$ cat config.mk
export PLATFORM = sky130hd
export DESIGN_NAME = countdown_mmss
export DESIGN_NICKNAME = d
export VERILOG_FILES = /design/src/rtl/timer_pkg.sv /design/src/rtl/bcd_down_digit.sv /design/src/rtl/countdown_mmss.sv
export SDC_FILE = /design/constraint.sdc
export NUM_CORES = 1
export LEC_CHECK = 0
export CAP_MARGIN = 20
export CORE_AREA = 5 5 64 61
export DETAILED_ROUTE_END_ITERATION = 8
export DIE_AREA = 0 0 69 66
export DONT_BUFFER_PORTS = 1
export HOLD_SLACK_MARGIN = 0.05
export MAX_ROUTING_LAYER = met4
export PLACE_DENSITY_LB_ADDON = 0.05
export SKIP_CTS_REPAIR_TIMING = 1
export SLEW_MARGIN = 20
export SYNTH_ARGS = -nofsm -noshare
export SYNTH_HDL_FRONTEND = slang
export SYNTH_SLANG_ARGS = --single-unit
export TNS_END_PERCENT = 50
$ cat constraint.sdc
create_clock -name clk -period 2 [get_ports clk]
set_input_delay 0.6 -clock clk [delete_from_list [all_inputs] [get_ports clk]]
set_output_delay 0.6 -clock clk [all_outputs]
set_load 0.01 [all_outputs]
$ cat src/rtl/timer_pkg.sv
// rtl/timer_pkg.sv - shared digit limits, widths and countdown state type
package timer_pkg;

   localparam int BCD_W = 4;
   localparam logic [BCD_W-1:0] DIGIT_MAX    = 4'd9;
   localparam logic [BCD_W-1:0] SEC_TENS_MAX = 4'd5;

   typedef enum logic [1:0] {
      IDLE   = 2'd0,
      RUN    = 2'd1,
      PAUSED = 2'd2,
      DONE   = 2'd3
   } cd_state_t;

   function automatic logic [BCD_W-1:0] sat_digit(input logic [BCD_W-1:0] d,
                                                  input logic [BCD_W-1:0] lim);
      return (d > lim) ? lim : d;
   endfunction

endpackage

$ cat src/rtl/bcd_down_digit.sv
// rtl/bcd_down_digit.sv - one BCD down-counting digit with load and borrow-out
module bcd_down_digit
   import timer_pkg::*;
#(
   parameter logic [3:0] WRAP = 4'd9
) (
   input  logic             clk,
   input  logic             rst_n,
   input  logic             load,
   input  logic [BCD_W-1:0] load_d,
   input  logic             dec_en,
   output logic [BCD_W-1:0] digit,
   output logic             borrow
);

   localparam logic [BCD_W-1:0] ONE = 4'd1;

   assign borrow = dec_en && (digit == '0);

   always_ff @(posedge clk or negedge rst_n) begin
      if (!rst_n) begin
         digit <= '0;
      end else if (load) begin
         digit <= load_d;
      end else if (dec_en) begin
         digit <= (digit == '0) ? WRAP : digit - ONE;
      end
   end

endmodule

$ cat src/rtl/countdown_mmss.sv
// rtl/countdown_mmss.sv - BCD MM:SS countdown timer with run/pause control
module countdown_mmss
   import timer_pkg::*;
(
   input  logic        clk,
   input  logic        rst_n,
   input  logic        tick,
   input  logic        load,
   input  logic [15:0] load_val,
   input  logic        start,
   input  logic        pause,
   output logic [3:0]  min_hi,
   output logic [3:0]  min_lo,
   output logic [3:0]  sec_hi,
   output logic [3:0]  sec_lo,
   output logic        running,
   output logic        min_bo,
   output logic        done
);

   cd_state_t state, state_nx;

   logic load_en, dec;
   logic bo_sl, bo_sh, bo_ml, bo_mh;
   logic is_zero, is_one;
   logic [BCD_W-1:0] ld_mh, ld_ml, ld_sh, ld_sl;

   assign is_zero = ({min_hi, min_lo, sec_hi, sec_lo} == 16'h0000);
   assign is_one  = ({min_hi, min_lo, sec_hi, sec_lo} == 16'h0001);

   // load is never honoured while counting, so it cannot collide with dec
   assign load_en = load && (state != RUN);
   assign dec     = (state == RUN) && tick && !pause;

   assign ld_mh = sat_digit(load_val[15:12], DIGIT_MAX);
   assign ld_ml = sat_digit(load_val[11:8],  DIGIT_MAX);
   assign ld_sh = sat_digit(load_val[7:4],   SEC_TENS_MAX);
   assign ld_sl = sat_digit(load_val[3:0],   DIGIT_MAX);

   bcd_down_digit #(.WRAP(DIGIT_MAX)) u_sec_lo (
      .clk(clk), .rst_n(rst_n), .load(load_en), .load_d(ld_sl),
      .dec_en(dec), .digit(sec_lo), .borrow(bo_sl)
   );

   bcd_down_digit #(.WRAP(SEC_TENS_MAX)) u_sec_hi (
      .clk(clk), .rst_n(rst_n), .load(load_en), .load_d(ld_sh),
      .dec_en(bo_sl), .digit(sec_hi), .borrow(bo_sh)
   );

   bcd_down_digit #(.WRAP(DIGIT_MAX)) u_min_lo (
      .clk(clk), .rst_n(rst_n), .load(load_en), .load_d(ld_ml),
      .dec_en(bo_sh), .digit(min_lo), .borrow(bo_ml)
   );

   bcd_down_digit #(.WRAP(DIGIT_MAX)) u_min_hi (
      .clk(clk), .rst_n(rst_n), .load(load_en), .load_d(ld_mh),
      .dec_en(bo_ml), .digit(min_hi), .borrow(bo_mh)
   );

   always_comb begin
      state_nx = state;
      if (load_en) begin
         state_nx = IDLE;
      end else begin
         case (state)
            IDLE:    if (start && !is_zero) state_nx = RUN;
            RUN: begin
               if (pause)                     state_nx = PAUSED;
               else if (tick && (is_one || bo_mh)) state_nx = DONE;
            end
            PAUSED:  if (start) state_nx = RUN;
            DONE:    state_nx = DONE;
            default: state_nx = IDLE;
         endcase
      end
   end

   // flags are registered so every output changes only on a clock edge
   always_ff @(posedge clk or negedge rst_n) begin
      if (!rst_n) begin
         state   <= IDLE;
         running <= 1'b0;
         min_bo  <= 1'b0;
         done    <= 1'b0;
      end else begin
         state   <= state_nx;
         running <= (state_nx == RUN);
         min_bo  <= bo_sh;
         done    <= (state == RUN) && (state_nx == DONE);
      end
   end

endmodule

==> metrics.md <==
| Metric | Value |
|---|---|
| Arr. time, crit path | `2.04 ns` |
| Final Slew Violations | `0` |
| Smallest hold slack | `0.354 ns` |
| Register cell area after layout | `526 µm²` |
| GP Congestion | `0.833` |
| Number of max-cap violations | `0` |
| Initial antenna violation count | `0` |
| Mean Syn Cell Area | `between 9 and 10 µm²` |
| DIE AREA | `4550 µm²` |
| Final Hold Fails | `0` |
| Layout area overhead | `18.5%` |
| Pleak | `around 0.59 nW` |
| Synth warn | `0` |
| Post-DP Area | `1370 µm²` |
| Synth Area in Compound Gates | `0.211` |
| Util after Layout | `0.447` |
| TritonCTS clock tree | `built` |
| Cells along the critical path | `or4_4 > nor3_4 > nand3b_1 > o41a_1` |
| Io pins | `41` |
| Root Buffer | `clkbuf_4` |
| Footprint of the multi-input gates | `651 µm²` |
| Post-Synth Simple-Gate Area | `0.289` |
| Adder-cell area share of the yosys netlist | `0` |
| GRT Residual Overflow | `0` |
| Final #Nets | `171` |
| WL per Instance | `17.3 µm` |
| Syn Inst Count | `129` |
| Clock sinks | `21` |
| CTS max path bufs | `2` |
| Worst-path maximum fanout | `5` |
| Clock transition at path regs | `0.13 ns` |
| Clock Latency Late Sink | `0.31 ns` |
| Placeable core area | `3200 µm²` |
| DRC viols | `0` |
| Largest family of logic cells by synthesized area | `simple AND/OR/NAND/NOR gates` |
| DR vias | `~1100` |
| First-pass GRT wire length | `5250 µm` |
| Syn nets | `roughly 150` |
| Die W | `69 µm` |
| Yosys reg bits | `21` |
| Post-synth EDFFs | `0` |
| CP top delay family | `simple AND/OR/NAND/NOR gates` |
| Non-filler instance count after layout | `192` |
| Finished layout cell area | `roughly 1400 µm²` |
| Outcome | `finished clean` |
| Synth async-reset ratio | `1.00` |
| Power per cell area | `1070 nW/µm²` |
| PortBufs | `0` |
| Clock skew | `0.0104 ns` |
| ANT cells | `0` |
| Synth Cell Area | `between 1000 and 1500 µm²` |
| Mux cell area share after synthesis | `0.0166` |
| Via density | `roughly 5.7` |
| Tmin final | `1.85 ns` |
| Least-Margin Pin Slew | `0.445 ns` |
| Smallest setup slack after layout | `0.152 ns` |
| CP required | `2.20 ns` |
| DR pass1 iterations | `4` |
| Total GRT Usage | `0.150` |
| Slew HR | `0.701` |
| CTS buffer count | `3` |
| Die Y | `66 µm` |
| Largest net degree at the start of global routing | `22` |
| Top FF cell, synth | `dfrtp_1` |
| Final WL | `3320 µm` |
| Fmax | `between 500 and 600 MHz` |
| Final setup viols | `0` |
| Layout cells sized above 1 | `0.182` |
| Vias in the first global route | `1069` |
| Register area share after synthesis | `0.435` |
| Final antenna-violating net count | `0` |
| DP HPWL | `2560 µm` |
| DP Worst Slack | `0.123 ns` |
| HP Class | `in2reg` |
| Slowest-stage cell, CP | `or4_4` |
| Iteration-0 DRC Markers | `between 40 and 50` |
| Critical path class | `reg2reg` |
| Distinct cells, synth | `47` |
| RSZ-0062 raised after global routing | `false` |
| Critical Path End Type | `register` |
| Initial core utilization | `0.377` |
| Synth Area in XOR/XNOR | `0.0218` |
| Number of fill cells | `347` |
| CP Buf/Inv Count | `0` |
| Total power draw | `1.53 mW` |
| H-tree Lvls | `1` |
| Worst setup SP type | `register` |
| Dpl cells | `186` |
| Fin crit share | `0.924` |
| Delay of the slowest critical-path stage | `0.53 ns` |
| Final setup TNS | `0 ns` |
| VDD IR-drop max | `0.000348 V` |
| Num rows | `20` |
## report_power, final
part           leakage, nW  switching [mW]  internal, mW
combinational        0.317           0.324         0.287
clock               0.0177           0.138        0.0747
sequential           0.255           0.167         0.541
total                0.590           0.630         0.903
## cells in the mapped netlist, types with 2 or more instances
| cell | instances | share of area |
|---|---|---|
| o31ai_1 | 2 | 0.012 |
| o211ai_1 | 2 | 0.012 |
| nand4b_1 | 3 | 0.022 |
| o21ai_0 | 5 | 0.021 |
| nor3_1 | 3 | 0.012 |
| dfrtp_1 | 21 | 0.44 |
| nor3b_1 | 2 | 0.012 |
| o311ai_0 | 2 | 0.015 |
| a31oi_1 | 5 | 0.026 |
| a21oi_1 | 9 | 0.037 |
| a21boi_0 | 2 | 0.012 |
| nor2_1 | 15 | 0.047 |
| inv_1 | 4 | 0.012 |
| and3_1 | 2 | 0.010 |
| nand2_1 | 5 | 0.016 |
| nand3b_1 | 2 | 0.012 |
| nor4_1 | 3 | 0.016 |
| nand4_1 | 2 | 0.010 |
| or4_4 | 2 | 0.019 |
| nand3_1 | 5 | 0.021 |
| or4_1 | 3 | 0.019 |
| xor2_1 | 2 | 0.015 |
| mux2i_1 | 2 | 0.017 |
| clkbuf_1 | 3 | 0.0093 |
## cell type report
cell class | instances | area share
Tap cell | 44 | 0.0385
Clock inverter | 1 | 0.00350
Timing Repair Buffer | 19 | 0.110
Sequential cell | 21 | 0.367
Multi-Input combinational cell | 100 | 0.455
Clock buffer | 3 | 0.0157
Inverter | 4 | 0.0105
## metal layers
metal / GRT usage / part of all wire
met5: - / 0
met4: 0.0512 / 0.0057
met3: 0.0456 / 0.072
met2: 0.221 / 0.45
met1: 0.196 / 0.47
## placed cells by master (no fill, tap or decap), types with 2 or more instances in the layout
cell type / Yosys / layout
o311ai_0: 2 / 2
or4_1: 3 / 3
nand4b_1: 3 / 3
nand4_1: 2 / 2
nor3_1: 3 / 3
and3_1: 2 / 2
mux2i_1: 2 / 2
nor4_1: 3 / 3
nor3b_1: 2 / 2
dfrtp_1: 21 / 21
xor2_1: 2 / 2
o21ai_0: 5 / 5
buf_4: 0 / 17
o31ai_1: 2 / 2
nand3_1: 5 / 5
nand3b_1: 2 / 2
inv_1: 4 / 4
nor2_1: 15 / 15
a31oi_1: 5 / 5
o211ai_1: 2 / 2
nand2_1: 5 / 5
clkbuf_4: 0 / 3
or4_4: 2 / 2
a21boi_0: 2 / 2
a21oi_1: 9 / 9
## cells by family (layout without fill, tap and decap cells)
group	Yosys count	in the layout
compound gates	38	38
xor+xnor	3	3
simple gates	57	57
mux	2	2
flops	21	21
buf+inv	8	27
## sequential cells by signal, summed over array words and instances (netlist names)
register	count
min_bo	1
u_sec_hi.digit	4
state	2
u_sec_lo.digit	4
running	1
u_min_hi.digit	4
done	1
u_min_lo.digit	4
## worst paths after layout
| kind | from | to | slack [ns] | cells past startpoint |
|---|---|---|---|---|
| max | u_sec_hi.digit[3]$_DFFE_PN0P_ | state[0]$_DFF_PN0_ | 0.15 | 4 |
| max reg2reg | u_sec_hi.digit[3]$_DFFE_PN0P_ | state[0]$_DFF_PN0_ | 0.15 | 4 |
| min reg2reg | u_min_hi.digit[0]$_DFFE_PN0P_ | u_min_hi.digit[0]$_DFFE_PN0P_ | 0.66 | 2 |
| min | pause | done$_DFF_PN0_ | 0.35 | 1 |
| min in group asynchronous | rst_n | min_bo$_DFF_PN0_ | 0.70 | 2 |
| max in group asynchronous | rst_n | u_min_hi.digit[1]$_DFFE_PN0P_ | 1.16 | 2 |
Power figures use the tool's default switching activity.
